==> src/rtl/jtag_host_pkg.sv <==
// Shared types for the JTAG host shifter: command opcodes, FSM states and
// the default command-length width.
package jtag_host_pkg;

   typedef enum logic [1:0] {
      OP_TMS_SEQ    = 2'd0,
      OP_SHIFT      = 2'd1,
      OP_TRST_PULSE = 2'd2,
      OP_SRST_PULSE = 2'd3
   } op_e;

   typedef enum logic [2:0] {
      ST_IDLE,
      ST_TCK_LO,
      ST_TCK_HI,
      ST_PULSE,
      ST_RESP
   } state_e;

   localparam int unsigned DefaultMaxLen = 32;
   localparam int unsigned LenW          = $clog2(DefaultMaxLen) + 1;

endpackage

==> src/rtl/jtag_host_tck_gen.sv <==
// TCK phase timer: ClkDiv cycles per half-period, one-cycle rise/fall strobes
// on the last cycle of each phase, and a registered (maskable) TCK output.
module jtag_host_tck_gen #(
   parameter int unsigned ClkDiv = 4
) (
   input  logic clk,
   input  logic rst_n,
   input  logic en,
   input  logic mask,
   output logic rise_strobe,
   output logic fall_strobe,
   output logic tck
);

   localparam int unsigned CntW = $clog2(ClkDiv + 1);
   localparam logic [CntW-1:0] LastCnt = CntW'(ClkDiv - 1);
   localparam logic [CntW-1:0] SatCnt  = CntW'(ClkDiv);

   logic [CntW-1:0] cnt;
   logic            level;
   logic            phase_end;

   assign phase_end   = en && (cnt == LastCnt);
   assign rise_strobe = phase_end && !level;
   assign fall_strobe = phase_end && level;

   // level tracks the logical phase even when masked, so pulses reuse the timer
   always_ff @(posedge clk or negedge rst_n) begin
      if (!rst_n) begin
         cnt   <= '0;
         level <= 1'b0;
         tck   <= 1'b0;
      end else if (!en) begin
         cnt   <= '0;
         level <= 1'b0;
         tck   <= 1'b0;
      end else if (phase_end) begin
         cnt   <= '0;
         level <= !level;
         tck   <= !level && !mask;
      end else if (cnt != SatCnt) begin
         cnt <= cnt + 1'b1;
      end
   end

endmodule

==> src/rtl/jtag_host_shifter.sv <==
// Command-driven JTAG initiator: TMS sequences, TDI/TDO shifts and TRST/SRST
// pulses, with captured TDO returned on a valid/ready response channel.
module jtag_host_shifter
   import jtag_host_pkg::*;
#(
   parameter int unsigned ClkDiv = 4,
   parameter int unsigned MaxLen = DefaultMaxLen
) (
   input  logic                    clk_i,
   input  logic                    rst_ni,
   input  logic                    cmd_valid_i,
   output logic                    cmd_ready_o,
   input  logic [1:0]              cmd_op_i,
   input  logic [$clog2(MaxLen):0] cmd_len_i,
   input  logic [MaxLen-1:0]       cmd_tms_i,
   input  logic [MaxLen-1:0]       cmd_tdi_i,
   input  logic                    cmd_last_i,
   output logic                    rsp_valid_o,
   input  logic                    rsp_ready_i,
   output logic [MaxLen-1:0]       rsp_tdo_o,
   output logic                    jtag_tck_o,
   output logic                    jtag_tms_o,
   output logic                    jtag_tdi_o,
   input  logic                    jtag_tdo_i,
   output logic                    jtag_trst_no,
   output logic                    jtag_srst_no
);

   localparam int unsigned IdxW    = $clog2(MaxLen);
   localparam int unsigned CmdLenW = $clog2(MaxLen) + 1;
   localparam logic [CmdLenW-1:0] MaxLenL = CmdLenW'(MaxLen);
   localparam logic [CmdLenW-1:0] OneL    = CmdLenW'(1);

   state_e              state;
   op_e                 op;
   logic [MaxLen-1:0]   tms_vec;
   logic [MaxLen-1:0]   tdi_vec;
   logic [MaxLen-1:0]   tdo_vec;
   logic                last_flag;
   logic [IdxW-1:0]     idx;
   logic [IdxW-1:0]     idx_next;
   logic [IdxW-1:0]     last_idx;
   logic [CmdLenW-1:0]  len_eff;
   logic                accept;
   logic                hi_entry;
   logic                gen_en;
   logic                gen_mask;
   logic                rise;
   logic                fall;

   assign len_eff   = (cmd_len_i > MaxLenL) ? MaxLenL : cmd_len_i;
   assign accept    = (state == ST_IDLE) && cmd_ready_o && cmd_valid_i;
   assign idx_next  = idx + 1'b1;
   assign gen_en    = (state == ST_TCK_LO) || (state == ST_TCK_HI) || (state == ST_PULSE);
   assign gen_mask  = (state == ST_PULSE);
   assign rsp_tdo_o = tdo_vec;

   jtag_host_tck_gen #(
      .ClkDiv(ClkDiv)
   ) u_tck_gen (
      .clk        (clk_i),
      .rst_n      (rst_ni),
      .en         (gen_en),
      .mask       (gen_mask),
      .rise_strobe(rise),
      .fall_strobe(fall),
      .tck        (jtag_tck_o)
   );

   always_ff @(posedge clk_i) begin
      if (accept) begin
         tms_vec   <= cmd_tms_i;
         tdi_vec   <= cmd_tdi_i;
         last_flag <= cmd_last_i;
         last_idx  <= IdxW'(len_eff - OneL);
      end
   end

   // cmd_ready_o lags entry into IDLE by one cycle except after a response handshake
   always_ff @(posedge clk_i or negedge rst_ni) begin
      if (!rst_ni) begin
         state        <= ST_IDLE;
         op           <= OP_TMS_SEQ;
         idx          <= '0;
         hi_entry     <= 1'b0;
         tdo_vec      <= '0;
         cmd_ready_o  <= 1'b0;
         rsp_valid_o  <= 1'b0;
         jtag_tms_o   <= 1'b1;
         jtag_tdi_o   <= 1'b0;
         jtag_trst_no <= 1'b1;
         jtag_srst_no <= 1'b1;
      end else begin
         hi_entry <= rise && (state == ST_TCK_LO);
         case (state)
            ST_IDLE: begin
               if (!cmd_ready_o) begin
                  cmd_ready_o <= 1'b1;
               end else if (cmd_valid_i) begin
                  cmd_ready_o <= 1'b0;
                  op          <= op_e'(cmd_op_i);
                  idx         <= '0;
                  tdo_vec     <= '0;
                  case (op_e'(cmd_op_i))
                     OP_TMS_SEQ: begin
                        if (len_eff != '0) begin
                           state      <= ST_TCK_LO;
                           jtag_tms_o <= cmd_tms_i[0];
                           jtag_tdi_o <= 1'b0;
                        end
                     end
                     OP_SHIFT: begin
                        if (len_eff == '0) begin
                           state       <= ST_RESP;
                           rsp_valid_o <= 1'b1;
                        end else begin
                           state      <= ST_TCK_LO;
                           jtag_tdi_o <= cmd_tdi_i[0];
                           jtag_tms_o <= (len_eff == OneL) ? cmd_last_i : 1'b0;
                        end
                     end
                     OP_TRST_PULSE: begin
                        state        <= ST_PULSE;
                        jtag_tms_o   <= 1'b1;
                        jtag_trst_no <= 1'b0;
                     end
                     OP_SRST_PULSE: begin
                        state        <= ST_PULSE;
                        jtag_tms_o   <= 1'b1;
                        jtag_srst_no <= 1'b0;
                     end
                     default: state <= ST_IDLE;
                  endcase
               end
            end
            ST_TCK_LO: begin
               if (rise) state <= ST_TCK_HI;
            end
            ST_TCK_HI: begin
               if (hi_entry) tdo_vec[idx] <= jtag_tdo_i;
               if (fall) begin
                  if (idx == last_idx) begin
                     if (op == OP_SHIFT) begin
                        state       <= ST_RESP;
                        rsp_valid_o <= 1'b1;
                     end else begin
                        state <= ST_IDLE;
                     end
                  end else begin
                     idx   <= idx_next;
                     state <= ST_TCK_LO;
                     if (op == OP_SHIFT) begin
                        jtag_tdi_o <= tdi_vec[idx_next];
                        jtag_tms_o <= (idx_next == last_idx) ? last_flag : 1'b0;
                     end else begin
                        jtag_tms_o <= tms_vec[idx_next];
                        jtag_tdi_o <= 1'b0;
                     end
                  end
               end
            end
            ST_PULSE: begin
               if (fall) begin
                  jtag_trst_no <= 1'b1;
                  jtag_srst_no <= 1'b1;
                  state        <= ST_IDLE;
               end
            end
            ST_RESP: begin
               if (rsp_ready_i) begin
                  rsp_valid_o <= 1'b0;
                  cmd_ready_o <= 1'b1;
                  state       <= ST_IDLE;
               end
            end
            default: state <= ST_IDLE;
         endcase
      end
   end

endmodule
==> config.mk <==
export PLATFORM = sky130hd
export DESIGN_NAME = jtag_host_shifter
export DESIGN_NICKNAME = d
export VERILOG_FILES = /design/src/rtl/jtag_host_pkg.sv /design/src/rtl/jtag_host_tck_gen.sv /design/src/rtl/jtag_host_shifter.sv
export SDC_FILE = /design/constraint.sdc
export NUM_CORES = 1
export LEC_CHECK = 0
export CAP_MARGIN = 20
export CELL_PAD_IN_SITES_DETAIL_PLACEMENT = 0
export CELL_PAD_IN_SITES_GLOBAL_PLACEMENT = 1
export CORE_UTILIZATION = 40
export CTS_CLUSTER_DIAMETER = 60
export DETAILED_ROUTE_END_ITERATION = 12
export PLACE_DENSITY_LB_ADDON = 0.12
export SLEW_MARGIN = 10
export SYNTH_ARGS = -nofsm -noshare
export SYNTH_HDL_FRONTEND = slang
export SYNTH_SLANG_ARGS = --single-unit
export TNS_END_PERCENT = 10
==> constraint.sdc <==
create_clock -name clk_i -period 4.1 [get_ports clk_i]
set_input_delay 0.41 -clock clk_i [delete_from_list [all_inputs] [get_ports clk_i]]
set_output_delay 0.41 -clock clk_i [all_outputs]
set_load 0.05 [all_outputs]
**After elaboration in Yosys (flattened, before gate mapping)**

Cells that the tools add are included.
W data, S select, Z words.

- Register bits: 124
- Latch bits: 0
- RAM bits: 0
- ROM bits: 0
- Output and inout port bits: 39
- Logic and storage cells: 166
- Memories kept: 0

- $add $sub $neg: 3
- Multiply operators: 0
- Div/mod/pow operators: 0
- Order comparisons: 4
- Equality and inequality tests: 32
- Shift-type cells: 0
- Multiplexer cells: 78
- Bitwise logic cells: 0
- Reduce and logical (&&, ||, !) cells: 31

Operator list:

| operator | count |
|---|---|
| $mux W32 | 3 |
| $pmux W32 S2 | 1 |
| $mux W1 | 41 |
| $mux W3 | 13 |
| $bwmux W32 | 1 |
| $mux W5 | 4 |
| $ne A2 B2 Y1 const B | 9 |
| $pmux W3 S5 | 1 |
| $reduce_and A5 Y1 | 3 |
| $reduce_and A7 Y1 | 2 |
| $lt A5 B6 Y1 const B | 2 |
| $ne A2 B1 Y1 const B | 6 |
| $ne A3 B3 Y1 const B | 4 |
| $pmux W1 S2 | 6 |
| $bmux W1 S5 | 2 |
| $eq A5 B5 Y1 | 2 |
| $pmux W5 S2 | 1 |
| $eq A3 B2 Y1 const B | 3 |
| $pmux W3 S3 | 1 |
| $reduce_and A9 Y1 | 1 |
| $logic_and A1 B1 Y1 | 8 |
| $reduce_and A8 Y1 | 1 |
| $eq A6 B1 Y1 const B | 1 |
| $gt A6 B6 Y1 const B | 1 |
| other kinds (24) | 31 |

**Longest topological paths before layout**

Gate-level depths: netlist of the first run.

- Depth in word-level cells: 9
- Depth in mapped cells: 13

**Cells and area by module**

From an unflattened synthesis of the first run, not the netlist that was laid out.

- Cell total of the unflattened synthesis: 462
- Area total of the unflattened synthesis: 5718.0 um^2

Modules (own cells, without submodules):

| module | times used | cells each | area an instance (um^2) |
|---|---|---|---|
| jtag_host_shifter | 1 | 435 | 5447.7 |
| jtag_host_tck_gen | 1 | 27 | 270.3 |

**Worst setup path after synthesis of the first run**

OpenSTA, ideal clock, no wires.

- Path type: register -> register
- Start: register state[1]
- End: register jtag_srst_no
- Arrival time: 3127 ps
- Data required time: 4020 ps
- Slack: 893 ps
- Cell stages (with the launch flop): 8
- Cell sequence: dfrtp_1 -> clkbuf_1 -> nor3_1 -> nand3_1 -> inv_1 -> nand2_1 -> o21ai_0 -> nand2_1

- Cells in the longest elaborated chain, start to end: 7
- Elaborated cells between the ends (all ways): 15
- Classes of those cells: 7 x eq/ne; 1 x mux; 7 x reduce/logical

RTL lines:

| what | line | RTL |
|---|---|---|
| start, declared | jtag_host_shifter.sv:34 | `state_e state;` |
| start signal, assigned | jtag_host_shifter.sv:82 | `state <= ST_IDLE;` |
| start signal, assigned | jtag_host_shifter.sv:107 | `state <= ST_TCK_LO;` |
| start signal, assigned | jtag_host_shifter.sv:114 | `state <= ST_RESP;` |
| $eq A3 B1 Y1 or $eq A3 B2 Y1 (tied branches) | jtag_host_shifter.sv:54 | `assign gen_en = (state == ST_TCK_LO) \|\| (state == ST_TCK_HI) \|\| (state == ST_PULSE);` |
| $logic_or A1 B1 Y1 (2 in a row) | jtag_host_shifter.sv:54 |  |
| $logic_and A1 B1 Y1 | jtag_host_tck_gen.sv:23 | `assign phase_end = en && (cnt == LastCnt);` |
| $logic_and A1 B1 Y1 | jtag_host_tck_gen.sv:25 | `assign fall_strobe = phase_end && level;` |
| $ne A2 B2 Y1 (no line) | n/a |  |
| $reduce_and A5 Y1 (no line) | n/a |  |
| end signal, assigned | jtag_host_shifter.sv:92 | `jtag_srst_no <= 1'b1;` |
| end signal, assigned | jtag_host_shifter.sv:130 | `jtag_srst_no <= 1'b0;` |
| end signal, assigned | jtag_host_shifter.sv:165 | `jtag_srst_no <= 1'b1;` |
| end, declared | jtag_host_shifter.sv:26 | `output logic jtag_srst_no` |

Several ways; a longest one is shown, not always the timed one.
A chain may end at the register's enable or synchronous reset.

**Worst setup path in the final report of the first run**

- Start: register idx[0]
- End: register jtag_tdi_o

- Cells in the longest elaborated chain, start to end: 7
- Elaborated cells between the ends (all ways): 10
- Classes of those cells: 1 x add/sub; 2 x eq/ne; 6 x mux; 1 x reduce/logical

RTL lines:

| what | line | RTL |
|---|---|---|
| start, declared | jtag_host_shifter.sv:40 | `logic [IdxW-1:0] idx;` |
| start signal, assigned | jtag_host_shifter.sv:150 | `idx <= idx_next;` |
| $add A5 B1 Y5 | jtag_host_shifter.sv:53 | `assign idx_next = idx + 1'b1;` |
| $bmux W1 S5 | jtag_host_shifter.sv:153 | `jtag_tdi_o <= tdi_vec[idx_next];` |
| $mux W1 (implied by the code) | jtag_host_shifter.sv:153 |  |
| $mux W1 | jtag_host_shifter.sv:152 | `if (op == OP_SHIFT) begin` |
| $mux W1 | jtag_host_shifter.sv:142 | `if (idx == last_idx) begin` |
| $mux W1 | jtag_host_shifter.sv:141 | `if (fall) begin` |
| $pmux W1 S2 | jtag_host_shifter.sv:95 | `case (state)` |
| end signal, assigned | jtag_host_shifter.sv:118 | `jtag_tdi_o <= cmd_tdi_i[0];` |
| end signal, assigned | jtag_host_shifter.sv:153 |  |
| end, declared | jtag_host_shifter.sv:23 | `output logic jtag_tdi_o,` |

Several ways; a longest one is shown, not always the timed one. The select of a mux whose other input is x is not followed.

==> results.md, run 1 <==
Routing:
- The remaining design rule violation count is 0.
- The count of nets left with antenna violations once routing finished came out at 0.
- The sum of routed wire length over all layers is 13540 µm.
- The routed layout has 4156 vias.
- In this run, the number of DRC markers left after iteration 0 of detailed routing was 313.
- Dividing the detail-routed wire length by the instance count gives 17.41 µm.
- Dividing the detail-routed via count by the number of cells gives 5.342.
- The first detailed-routing pass ran for 5 iterations.

Floorplan:
- The area of the core is 13930 µm².
- The number of placed I/O pins is 117.
- The starting density of the core is 41.29%.
- The full die area is 14870 µm².
- In this run the horizontal extent of the chip is 121.9 µm.
- The die is 121.9 µm tall.
- The initialized floorplan defines 43 standard-cell rows.

Clocking:
- The CTS clock-pin slew for the worst setup and hold paths is 0.06 ns.
- The TritonCTS buffer count is 17.
- The maximum clock path buffer count is 2.
- The cell at the root of the clock tree is clkbuf_16.
- The number of buffers added for setup after CTS is 0.
- The CTS tree is built.
- The clock reaches the later pin of the worst-skew pair after 0.42 ns.
- The level count of the clock H-tree is 4.
- The number of sinks handled by clock tree synthesis is 124.

Cells and area:
- The antenna diode count is 0.
- After the last flow step, the layout net total stands at 672.
- Of the cells placed in the final design, the portion with a size suffix greater than 1 is 9.699%.
- The signed area change from the synthesized netlist to the final layout is 34.17%.
- The count of non-filler cells in the finished layout is 778.

Worst setup path:
- Of all nets on the critical path, the largest fanout is 18.
- In this design, the stage delay of the slowest critical-path cell is 0.80 ns.
- The worst setup path is captured at a register.
- The slowest cell on the critical path is ha_1.
- The launch point of the worst reg-to-reg path is idx[0]$_DFFE_PN0P_.
- The launching element of the worst setup path is idx[0]$_DFFE_PN0P_.
- The category of the worst setup path launch point is a register.
- The data required time at the worst endpoint is 4.39 ns.
- Data arrives at the worst endpoint at 3.26 ns.
- Walking the worst path, the cells encountered are inv_1 -> ha_1 -> mux4_2 -> mux4_2 -> nor2b_1 -> o21ai_1 -> a31oi_1.
- In this design, the critical path's most frequently occurring cell is mux4_2.
- The critical path is of the register to register type.

Synth:
- During synthesis, Yosys emitted a total of 0 warnings.
- The post-synthesis async set-or-reset flop share is 43.55%.
- The number of flops mapped to enable cells by yosys is 70.
- The area share of the largest cell type after synthesis is 36.54%.
- In the synthesized netlist the dominant register cell turns out to be edfxtp_1.
- Synthesis inferred 124 register bits.
- The post-synth design cell area is 5753 µm².
- The average instance in the mapped netlist occupies 12.19 µm².
- The fraction of the yosys area taken by sequential cells is 60.09%.
- The library cell occupying the most area in the post-synthesis netlist is edfxtp_1.
- The count of distinct cell types in the synthesized netlist is 50.
- The number of nets in the synthesized netlist is 559.
- Sorting the synthesized cells by area gives the leading types as edfxtp_1, dfrtp_1, o21ai_0.
- In the synthesized netlist, the cells that appear most often are o21ai_0, edfxtp_1, dfrtp_1.
- After technology mapping, the gate count stands at 472.
- o21ai_0 is the most common cell in the netlist.

STA:
- Measured against its own limit, the worst slew margin works out to 35.27%.
- The period utilization is 72.43%.
- Summed over all failing endpoints, the final setup total negative slack is 0 ns.
- The final-report max-slew violation count is 0.
- The maximum achievable frequency is 0.3368 GHz.
- The time the worst path needs with I/O delays and setup is 2.970 ns.
- The number of hold-slack violations in the final timing report came to 0.
- Setup violations remaining at the end of the flow were counted as 0.
- At the pin with the least slew margin, the transition time is 0.9685 ns.
- Setup repair after global routing left no endpoint under its margin.
- The worst-case clock skew is 0.008688 ns.

Power and ir drop:
- The peak ir drop on the vdd network is 308.1 µV.
- The power per standard cell area is 634.7 nW/µm².
- For this design the static power due to leakage is 2.920 nW.

Run:
- Across the run, the number of max-cap violations was 0.

Global routing:
- The aggregate global routing overflow is 0.
- The number of antenna violations at the first check in global routing was 0.
- Global routing used 19.89% of the available tracks across all layers.
- The number of global-route vias before repair is 4220.
- The largest net degree at the start of global routing is 67.
- The global-route wire length before repair is 21890 µm.

Placement:
- Routability-driven placement finished with a final weighted congestion of 0.7777.
- The detailed placer's ending HPWL is 9444 µm.
- The port buffer count is 116.
- Counting tap cells, the placed design contains a total of 745 instances.

Worst hold path:
- The type of the tightest min-delay check is primary input to asynchronous set/reset pin.

Status:
- The run finished with clean final reports.
-- kinds of logic (layout without fill, tap and decap cells) --
kind of cell,Yosys count,in the layout,synth area share (%)
AO/OA/AOI/OAI,146,146,14.01
XOR/XNOR,17,17,2.588
adder cells (fa/ha/maj),9,9,1.957
buffers and inverters,40,166,3.023
flip-flops,124,124,60.09
multiplexers,24,24,8.678
AND/OR/NAND/NOR,112,112,9.657
-- flip-flops by register name, indices dropped and copies added, names as in the netlist, 2 cells and up --
signal / flops
u_tck_gen.cnt: 3
idx: 5
rsp_tdo_o: 32
last_idx: 5
state: 3
op: 2
tms_vec: 32
tdi_vec: 32
-- critical path: cells and delay by family (launching register included) --
kind	cells	cell delay [ns]
AND/OR/NAND/NOR	1	0.14
flip-flops	1	0.67
buffers and inverters	1	0.14
AO/OA/AOI/OAI	2	0.22
multiplexers	2	0.87
adder cells (fa/ha/maj)	1	0.80
-- worst paths after layout --
kind                                             to  slack (ns)  depth (start not counted)
max                          jtag_tdi_o$_DFFE_PN0P_        1.13                          7
min                               op[0]$_DFFE_PN0P_        0.45                          2
max reg2reg                  jtag_tdi_o$_DFFE_PN0P_        1.13                          7
min reg2reg                       op[1]$_DFFE_PN0P_        0.48                          2
max in group asynchronous  rsp_tdo_o[2]$_DFFE_PN0P_        2.79                          3
min in group clk_i                op[1]$_DFFE_PN0P_        0.48                          2
-- area by class of cell --
cell class | count | area [µm²]
timing repair buffer | 121 | 1196
clock buffer | 17 | 425.4
inverter | 13 | 48.80
tap | 180 | 225.2
sequential | 124 | 3457
clock inverter | 15 | 244.0
fill | 1161 | 6216
multi-input combinational | 308 | 2122
-- power by group --
part | switching (mW) | total, mW | internal, mW
clock network | 0.553 | 1.69 | 1.14
logic | 0.908 | 1.51 | 0.605
registers | 0.166 | 1.70 | 1.53
-- per-stage QoR --
stage	hold slack, ns	utilization, %	setup slack, ns	instance area [µm²]	total power [mW]
floorplan	0.1144	-	0.8931	5753	2.779
global placement	0.3442	50.52	1.179	7039	3.212
detailed placement	0.3407	50.52	1.134	7039	3.234
CTS	0.4519	55.39	1.118	7719	4.936
global route	0.4619	55.39	0.9005	7719	5.156
finish	0.4535	55.39	1.130	7719	4.899
-- cell usage in the layout, fill, tap and decap left out, types with 4 or more instances in the layout --
master,netlist,final
o21ai_0,78,78
inv_1,13,12
and2_1,5,5
buf_4,0,4
xor2_1,6,6
nand2_1,31,31
dfrtp_1,51,51
mux4_2,6,6
xnor2_1,11,11
clkdlybuf4s50_1,0,115
edfxtp_1,70,70
nor2_1,21,21
mux4_1,11,11
nand3_1,15,15
nor3_1,6,6
a21oi_1,41,41
nor2b_1,6,6
ha_1,9,9
and3_1,4,4
clkbuf_16,0,17
nand2b_1,11,11
bufinv_16,0,6
mux2_2,4,4
a31oi_1,8,8
-- what timing repair did --
action,4_1_cts,5_1_grt
hold endpoints to repair,10,0
hold buffers,1,0
setup endpoints to repair,0,0
gates resized for setup,0,0
-- routing by layer --
layer  routed length, µm  vias up  global-route usage (%)  share of wire, %
li1                    -     1987                       -                 -
met1                6187     2018                   26.72                46
met2                6466      133                   30.93                48
met3                 668       18                   4.728               4.9
met4                 222        0                   8.102               1.6
met5                   0        -                       0                 0
Power figures use the tool's default switching activity.
==> run 2: changes to the inputs <==
- clock period: 4.1 -> 2.8 ns (I/O delays scaled with it)
==> run 2 against run 1 <==
  * Via count rose by 0.84%
  * Core utilization up 0.19 points
  * First-iteration DRC count fell by 40%
  * Sequential share of layout area decreased by 0.15 points
  * Critical path depth unchanged
  * Register-to-register slack got worse by 0.73 ns
  * Final cell count up 1.5%
  * Count of clock-buffer cells in the layout unchanged
  * Setup slack lost 0.73 ns
  * Routed wire length is 0.73% higher
  * Die area did not move
  * Sequential power up 45%
  * Critical endpoint is now jtag_tms_o$_DFFE_PN1P_
==> results.md, run 2 (synthesized netlist as in run 1, its figures left out) <==
STA:
- The final-report max-slew violation count is 0.
- The number of failing setup endpoints in the final timing report is 0.
- The number of hold-slack violations in the final timing report is 0.
- The time the worst path needs with I/O delays and setup is 2.397 ns.
- Dividing the final minimum period by the clock period gives 85.61%.
- Setup repair after global routing left no endpoint under its margin.
- The post-route setup TNS is 0 ns.
- The relative slew slack is 62.06%.
- The transition at the pin with the smallest max-transition slack is 0.5692 ns.
- The worst-case clock skew is 0.01145 ns.
- The maximum achievable frequency is 0.4172 GHz.

Status:
- The flow ran to the end, and the final reports show no timing, DRC or antenna violations.

Cells and area:
- The library cells used most frequently in the layout, excluding fill and tap cells, are clkdlybuf4s50_1, o21ai_0, edfxtp_1, dfrtp_1, a21oi_1.
- The total number of nets in the final design is 684.
- The number of fill cells in the layout is 1176.
- The layout cell share with drive strength beyond 1 is 11.64%.
- Compared with the post-synthesis result, the final layout area differs by 34.62%.
- The commonest non-fill, non-tap cell in the layout is clkdlybuf4s50_1.
- The repair_antennas step left the layout with diodes totalling 0.
- After the flow finishes, the layout carries non-filler instances totaling 790.

Clocking:
- The clock latency at the later pin of the worst-skew pair is 0.42 ns.
- The level count of the clock H-tree is 4.
- The CTS clock-pin slew for the worst setup and hold paths is 0.06 ns.
- The maximum clock path buffer count is 2.
- In this run the clock root is driven by a clkbuf_16.
- TritonCTS built the clock tree.
- The number of clock buffers added by TritonCTS is 17.
- The number of sinks handled by clock tree synthesis is 124.
- In this run, post-CTS repair resized a total of 0 instances.

Worst setup path:
- The start-to-end type of the worst setup path is register to register.
- Counting cells, the worst reg-to-reg path comes to 7.
- STA classifies the critical path startpoint as a register.
- The element type at the critical path end is a register.
- The slack of the worst reg-to-reg path is 0.40 ns.
- The slowest cell on the critical path is ha_1.
- For the worst setup path, the data required time is 3.14 ns.
- The cell family contributing the most delay on the critical path is multiplexers.
- The signal on the critical path passes through inv_1 -> ha_1 -> mux4_1 -> mux2_2 -> o32ai_2 -> o211ai_1 -> a22o_1.
- The endpoint identified for the worst register-to-register timing path is jtag_tms_o$_DFFE_PN1P_.
- The biggest fanout along the worst timing path is 14.
- The number of buffers and inverters on the critical path is 1.
- In this run the critical register-to-register path is launched from idx[0]$_DFFE_PN0P_.
- On the worst path, the slowest cell contributes a delay of 0.63 ns.
- Data on the critical path arrives at its endpoint at 2.74 ns.

Routing:
- The number of design-rule violations left by the first detailed-router iteration is 189.
- For this block, the routed nets add up to 13640 µm of wire.
- After detailed routing, the number of remaining DRC violations is 0.
- The via total after detailed routing is 4191.
- The final routed wire length divided by cell count is 17.27 µm.
- The first detailed-routing pass took 4 iterations.
- The via count normalized by instance count is 5.305.
- The post-detailed-route count of antenna-violating nets is 0.

Placement:
- The count of buffers added on input and output ports is 116.
- After legalization and detailed placement, the total HPWL measured 9654 µm.
- The instance count after placement with tap cells included is 757.
- The routability-driven placement congestion ratio is 0.7958.

Run:
- Across the run, the number of max-cap violations was 0.

Global routing:
- The number of global-route vias before repair is 4203.
- Entering global routing, the biggest net connects 65 pins.
- The first global-routing pass estimated 21550 µm of wire.
- The aggregate global routing overflow is 0.
- The overall global routing resource usage is 19.54%.
- The number of antenna violations at the first check in global routing is 0.

Floorplan:
- For this configuration, the core starts out at a cell density of 41.29%.
- The number of rows in the core area is 43.
- The die boundary height is 121.9 µm.
- The floorplan die width is 121.9 µm.
- The number of placed I/O pins is 117.
- The die covers 14870 µm².
- The total area inside the core boundary comes to 13930 µm².

Power and ir drop:
- IR analysis of the VDD net gives a maximum drop of 490.1 µV.
- The analysis attributes to cell leakage a power of 2.931 nW.
- Dividing total power by cell area gives a power density of 898.2 nW/µm².

Worst hold path:
- The min-delay analysis places its worst path in the category primary input to asynchronous set/reset pin.
-- run 2: cell types whose count changed in the layout (fill, tap and decap cells not counted), sizes merged --
cell / previous run / this run
buf: 5 / 17
bufinv: 6 / 2
clkinvlp: 2 / 5
inv: 14 / 16
clkinv: 6 / 5
-- run 2: worst max path at each step --
stage,to,startpoint,cells past startpoint
after floorplan,jtag_tms_o$_DFFE_PN1P_,idx[0]$_DFFE_PN0P_,13
after global placement,jtag_tdi_o$_DFFE_PN0P_,idx[0]$_DFFE_PN0P_,7
after detailed placement,jtag_tdi_o$_DFFE_PN0P_,idx[0]$_DFFE_PN0P_,7
after CTS,jtag_tms_o$_DFFE_PN1P_,idx[0]$_DFFE_PN0P_,7
after global routing,jtag_tdi_o$_DFFE_PN0P_,idx[1]$_DFFE_PN0P_,7
final,jtag_tms_o$_DFFE_PN1P_,idx[0]$_DFFE_PN0P_,7
-- run 2: where the power goes --
group	switching (mW)	total, mW	internal (mW)	leakage [nW]
Sequential	0.237	2.47	2.24	1.35
Clock	0.857	2.18	1.32	0.278
Combinational	1.34	2.30	0.962	1.30
Total	2.44	6.96	4.52	2.93
-- run 2: through the flow --
stage / area, µm² / hold WS (ns) / setup slack (ns) / power, mW / utilization, %
after floorplan: 5757 / -0.01559 / 0.1236 / 4.069 / -
after global placement: 7146 / 0.2148 / 0.4856 / 4.788 / 51.28
after detailed placement: 7146 / 0.2171 / 0.3588 / 4.835 / 51.28
after CTS: 7745 / 0.3217 / 0.3462 / 7.026 / 55.58
after global routing: 7745 / 0.3434 / 0.2103 / 7.350 / 55.58
final: 7745 / 0.3164 / 0.4028 / 6.957 / 55.58
-- run 2: what timing repair did --
| item | CTS | global route |
|---|---|---|
| endpoints found under the setup margin | 0 | 0 |
| setup buffers | 0 | 0 |
| hold buffers | 1 | 0 |
| hold endpoints to repair | 11 | 0 |
-- run 2: final cells by class --
cell class	count	area, µm²	area share (%)
repair buffers	133	1299	16.77
multi-input cells	308	2122	27.40
well taps	180	225.2	2.908
clock buffers	17	425.4	5.493
inverters	13	52.55	0.6785
flip-flops and latches	124	3457	44.64
clock inverters	15	163.9	2.116
-- run 2: metal layers --
layer	track usage (%)	wire [µm]
met5	0	0
met4	7.716	163
met3	3.886	617
met2	31.43	6752
met1	25.94	6110
-- run 2: worst register-to-register path: stages (launching register included) --
cell and delay, ns:
dfrtp_1 0.35, inv_1 0.06, ha_1 0.63, mux4_1 0.38
mux2_2 0.29, o32ai_2 0.26, o211ai_1 0.12, a22o_1 0.22
==> run 3: changes to the inputs <==
- DONT_BUFFER_PORTS: default -> 1
==> run 3 against run 2 <==
  * Setup slack better by 0.026 ns
  * Hold slack worse by 0.29 ns
  * First-iteration DRC count is 39% higher
  * Clock skew is 0.0022 ns lower
  * Sequential cell count stayed put
  * Total power is 0.43% lower
  * Register-to-register slack better by 0.03 ns
  * Global-route usage is 0.89 points higher
==> results.md, run 3 (synthesized netlist as in run 1, its figures left out) <==
Clocking:
- The clock latency at the later pin of the worst-skew pair is 0.41 ns.
- In this run the clock root is driven by a clkbuf_16.
- Counting the buffers created by CTS gives 17.
- In this run the post-CTS setup repair buffer count came out at 0.
- The post-cts gate resize count is 0.
- The maximum clock path buffer count is 2.
- The CTS clock-pin slew for the worst setup and hold paths is 0.05 ns.
- The level count of the clock H-tree is 4.
- The clock drives 124 sinks.
- The CTS tree is built.

Worst setup path:
- The worst setup path is of the register to register kind.
- The signal arrival time at the worst endpoint is 2.71 ns.
- For the worst setup path, the data required time is 3.14 ns.
- The worst setup path is launched from a register.
- The element type at the critical path end is a register.
- The biggest fanout along the worst timing path is 12.

Placement:
- The instance count after placement with tap cells included is 642.
- Port buffering added 0 buffers.
- The routability-driven placement congestion ratio is 0.7438.
- The detailed placer's ending HPWL is 9274 µm.

Cells and area:
- The number of fill cells in the layout is 1208.
- The number of antenna diodes in the final layout is 0.
- The net count of the finished layout is 636.
- Leaving out fill and tap cells, the most frequent cell in the layout is o21ai_0.
- Compared with the post-synthesis result, the final layout area differs by 27.12%.
- Excluding fillers, the count of instances in the completed layout stands at 741.
- Of the cells placed in the final design, the portion with a size suffix greater than 1 is 11.94%.
- The library cells used most frequently in the layout, excluding fill and tap cells, are o21ai_0, edfxtp_1, dlygate4sd3_1, dfrtp_1, a21oi_1.

STA:
- The worst slack on hold paths is 0.02601 ns.
- The post-route setup TNS is 0 ns.
- The maximum achievable frequency is 0.4218 GHz.
- Setup violations remaining at the end of the flow were counted as 0.
- The final critical path takes up 84.68% of the cycle.
- Setup repair after global routing left no endpoint under its margin.
- The final-report max-slew violation count is 0.
- The transition at the pin with the smallest max-transition slack is 0.6993 ns.
- The number of hold-slack violations in the final timing report is 0.
- The relative slew slack is 52.95%.
- The clock period could shrink to 2.371 ns.
- On the final layout, the worst clock skew is 0.009275 ns.

Floorplan:
- In this run the standard cell core region covers 13930 µm².
- The initialized floorplan defines 43 standard-cell rows.
- The die covers 14870 µm².
- Once the floorplan was initialized, standard cells occupied 41.29% of the core.
- The die boundary height is 121.9 µm.
- From left edge to right edge, the die measures 121.9 µm.
- The number of placed I/O pins is 117.

Routing:
- For this block, the initial DRC count from the detailed router was 263.
- The via count normalized by instance count is 5.426.
- For this block, the routed nets add up to 14270 µm of wire.
- The pre-antenna-repair detailed-routing pass consisted of 4 iterations.
- Once detail routing completed, the nets flagged for antenna violations numbered 0.
- The final routed wire length divided by cell count is 19.25 µm.
- After detailed routing, the number of remaining DRC violations is 0.
- The via total after detailed routing is 4021.

Power and ir drop:
- The clock network accounts for 32.8% of the total power.
- Of the total power, the share spent switching nets is 34.36%.
- The sequential fraction of design power is 39.1%.
- The peak ir drop on the vdd network is 683.0 µV.
- The cell-internal power is 4.546 mW.
- The net switching power is 2.380 mW.
- The analysis attributes to cell leakage a power of 2.796 nW.
- Combinational logic is responsible for 28.1% of the overall power.
- For this design the ratio of total power to cell area is 947.1 nW/µm².

Global routing:
- For this run, the total global-route usage over all layers was measured as 20.43%.
- The number of global-route vias before repair is 4283.
- The number of antenna violations at the first check in global routing is 0.
- The aggregate global routing overflow is 0.
- The largest net degree at the start of global routing is 55.
- The global-route wire length before repair is 22440 µm.

Run:
- The max-capacitance violation count is 0.

Status:
- The run finished with clean final reports.

Worst hold path:
- The type of the tightest min-delay check is primary input to register.
[run 3: through the flow]
stage	utilization [%]	total power [mW]	worst slack (ns)	area [µm²]
global route	52.48	7.308	0.2163	7313
finish	52.48	6.927	0.4290	7313
floorplan	-	4.069	0.1236	5757
global placement	43.13	4.572	0.4964	6010
CTS	52.48	6.966	0.4147	7313
detailed placement	43.13	4.593	0.4334	6010
[run 3: worst max-delay path, cell delays in order (launching register included)]
cell,delay (ns)
dfrtp_1,0.50
inv_1,0.10
ha_1,0.31
buf_4,0.20
mux4_1,0.29
mux2_2,0.29
o32ai_2,0.26
o211ai_1,0.13
a22o_1,0.22
[run 3: power groups by stage]
stage	logic [mW]	registers (mW)	clock network [mW]
final	1.95	2.71	2.27
after global routing	2.15	2.75	2.41
after CTS	1.95	2.71	2.30
after detailed placement	1.85	2.74	0
after global placement	1.83	2.74	0
after floorplan	1.44	2.63	0
[run 3: metal layers]
metal / routed length, µm / share of wire [%] / global-route usage (%) / up-vias
met3: 755 / 5.3 / 5.618 / 12
met2: 7241 / 51 / 34.07 / 121
li1: - / - / - / 1916
met1: 6136 / 43 / 25.64 / 1972
met5: 0 / 0 / 0 / -
met4: 132 / 0.93 / 6.481 / 0
[run 3: repair_timing]
item / 4_1_cts / 5_1_grt
endpoints found under the setup margin: 0 / 0
hold buffers: 68 / 0
hold endpoints to repair: 121 / 0
[run 3: worst paths after layout]
kind | startpoint | slack [ns] | depth (start not counted) | endpoint
setup / recovery | idx[1]$_DFFE_PN0P_ | 0.43 | 8 | jtag_tms_o$_DFFE_PN1P_
hold / removal | cmd_op_i[1] | 0.03 | 2 | op[1]$_DFFE_PN0P_
setup reg to reg | idx[1]$_DFFE_PN0P_ | 0.43 | 8 | jtag_tms_o$_DFFE_PN1P_
hold reg to reg | op[1]$_DFFE_PN0P_ | 0.48 | 2 | op[1]$_DFFE_PN0P_
max in group asynchronous | rst_ni | 2.09 | 2 | jtag_tms_o$_DFFE_PN1P_
min in group asynchronous | rst_ni | 0.39 | 2 | u_tck_gen.tck$_DFFE_PN0P_
[run 3: cell type report]
class / count / area [µm²] / share of cell area, %
Clock buffer: 19 / 432.9 / 5.920
Timing Repair Buffer: 85 / 850.8 / 11.63
Tap cell: 180 / 225.2 / 3.080
Sequential cell: 124 / 3457 / 47.27
Clock inverter: 12 / 172.7 / 2.361
Multi-Input combinational cell: 308 / 2122 / 29.02
Inverter: 13 / 52.55 / 0.7186
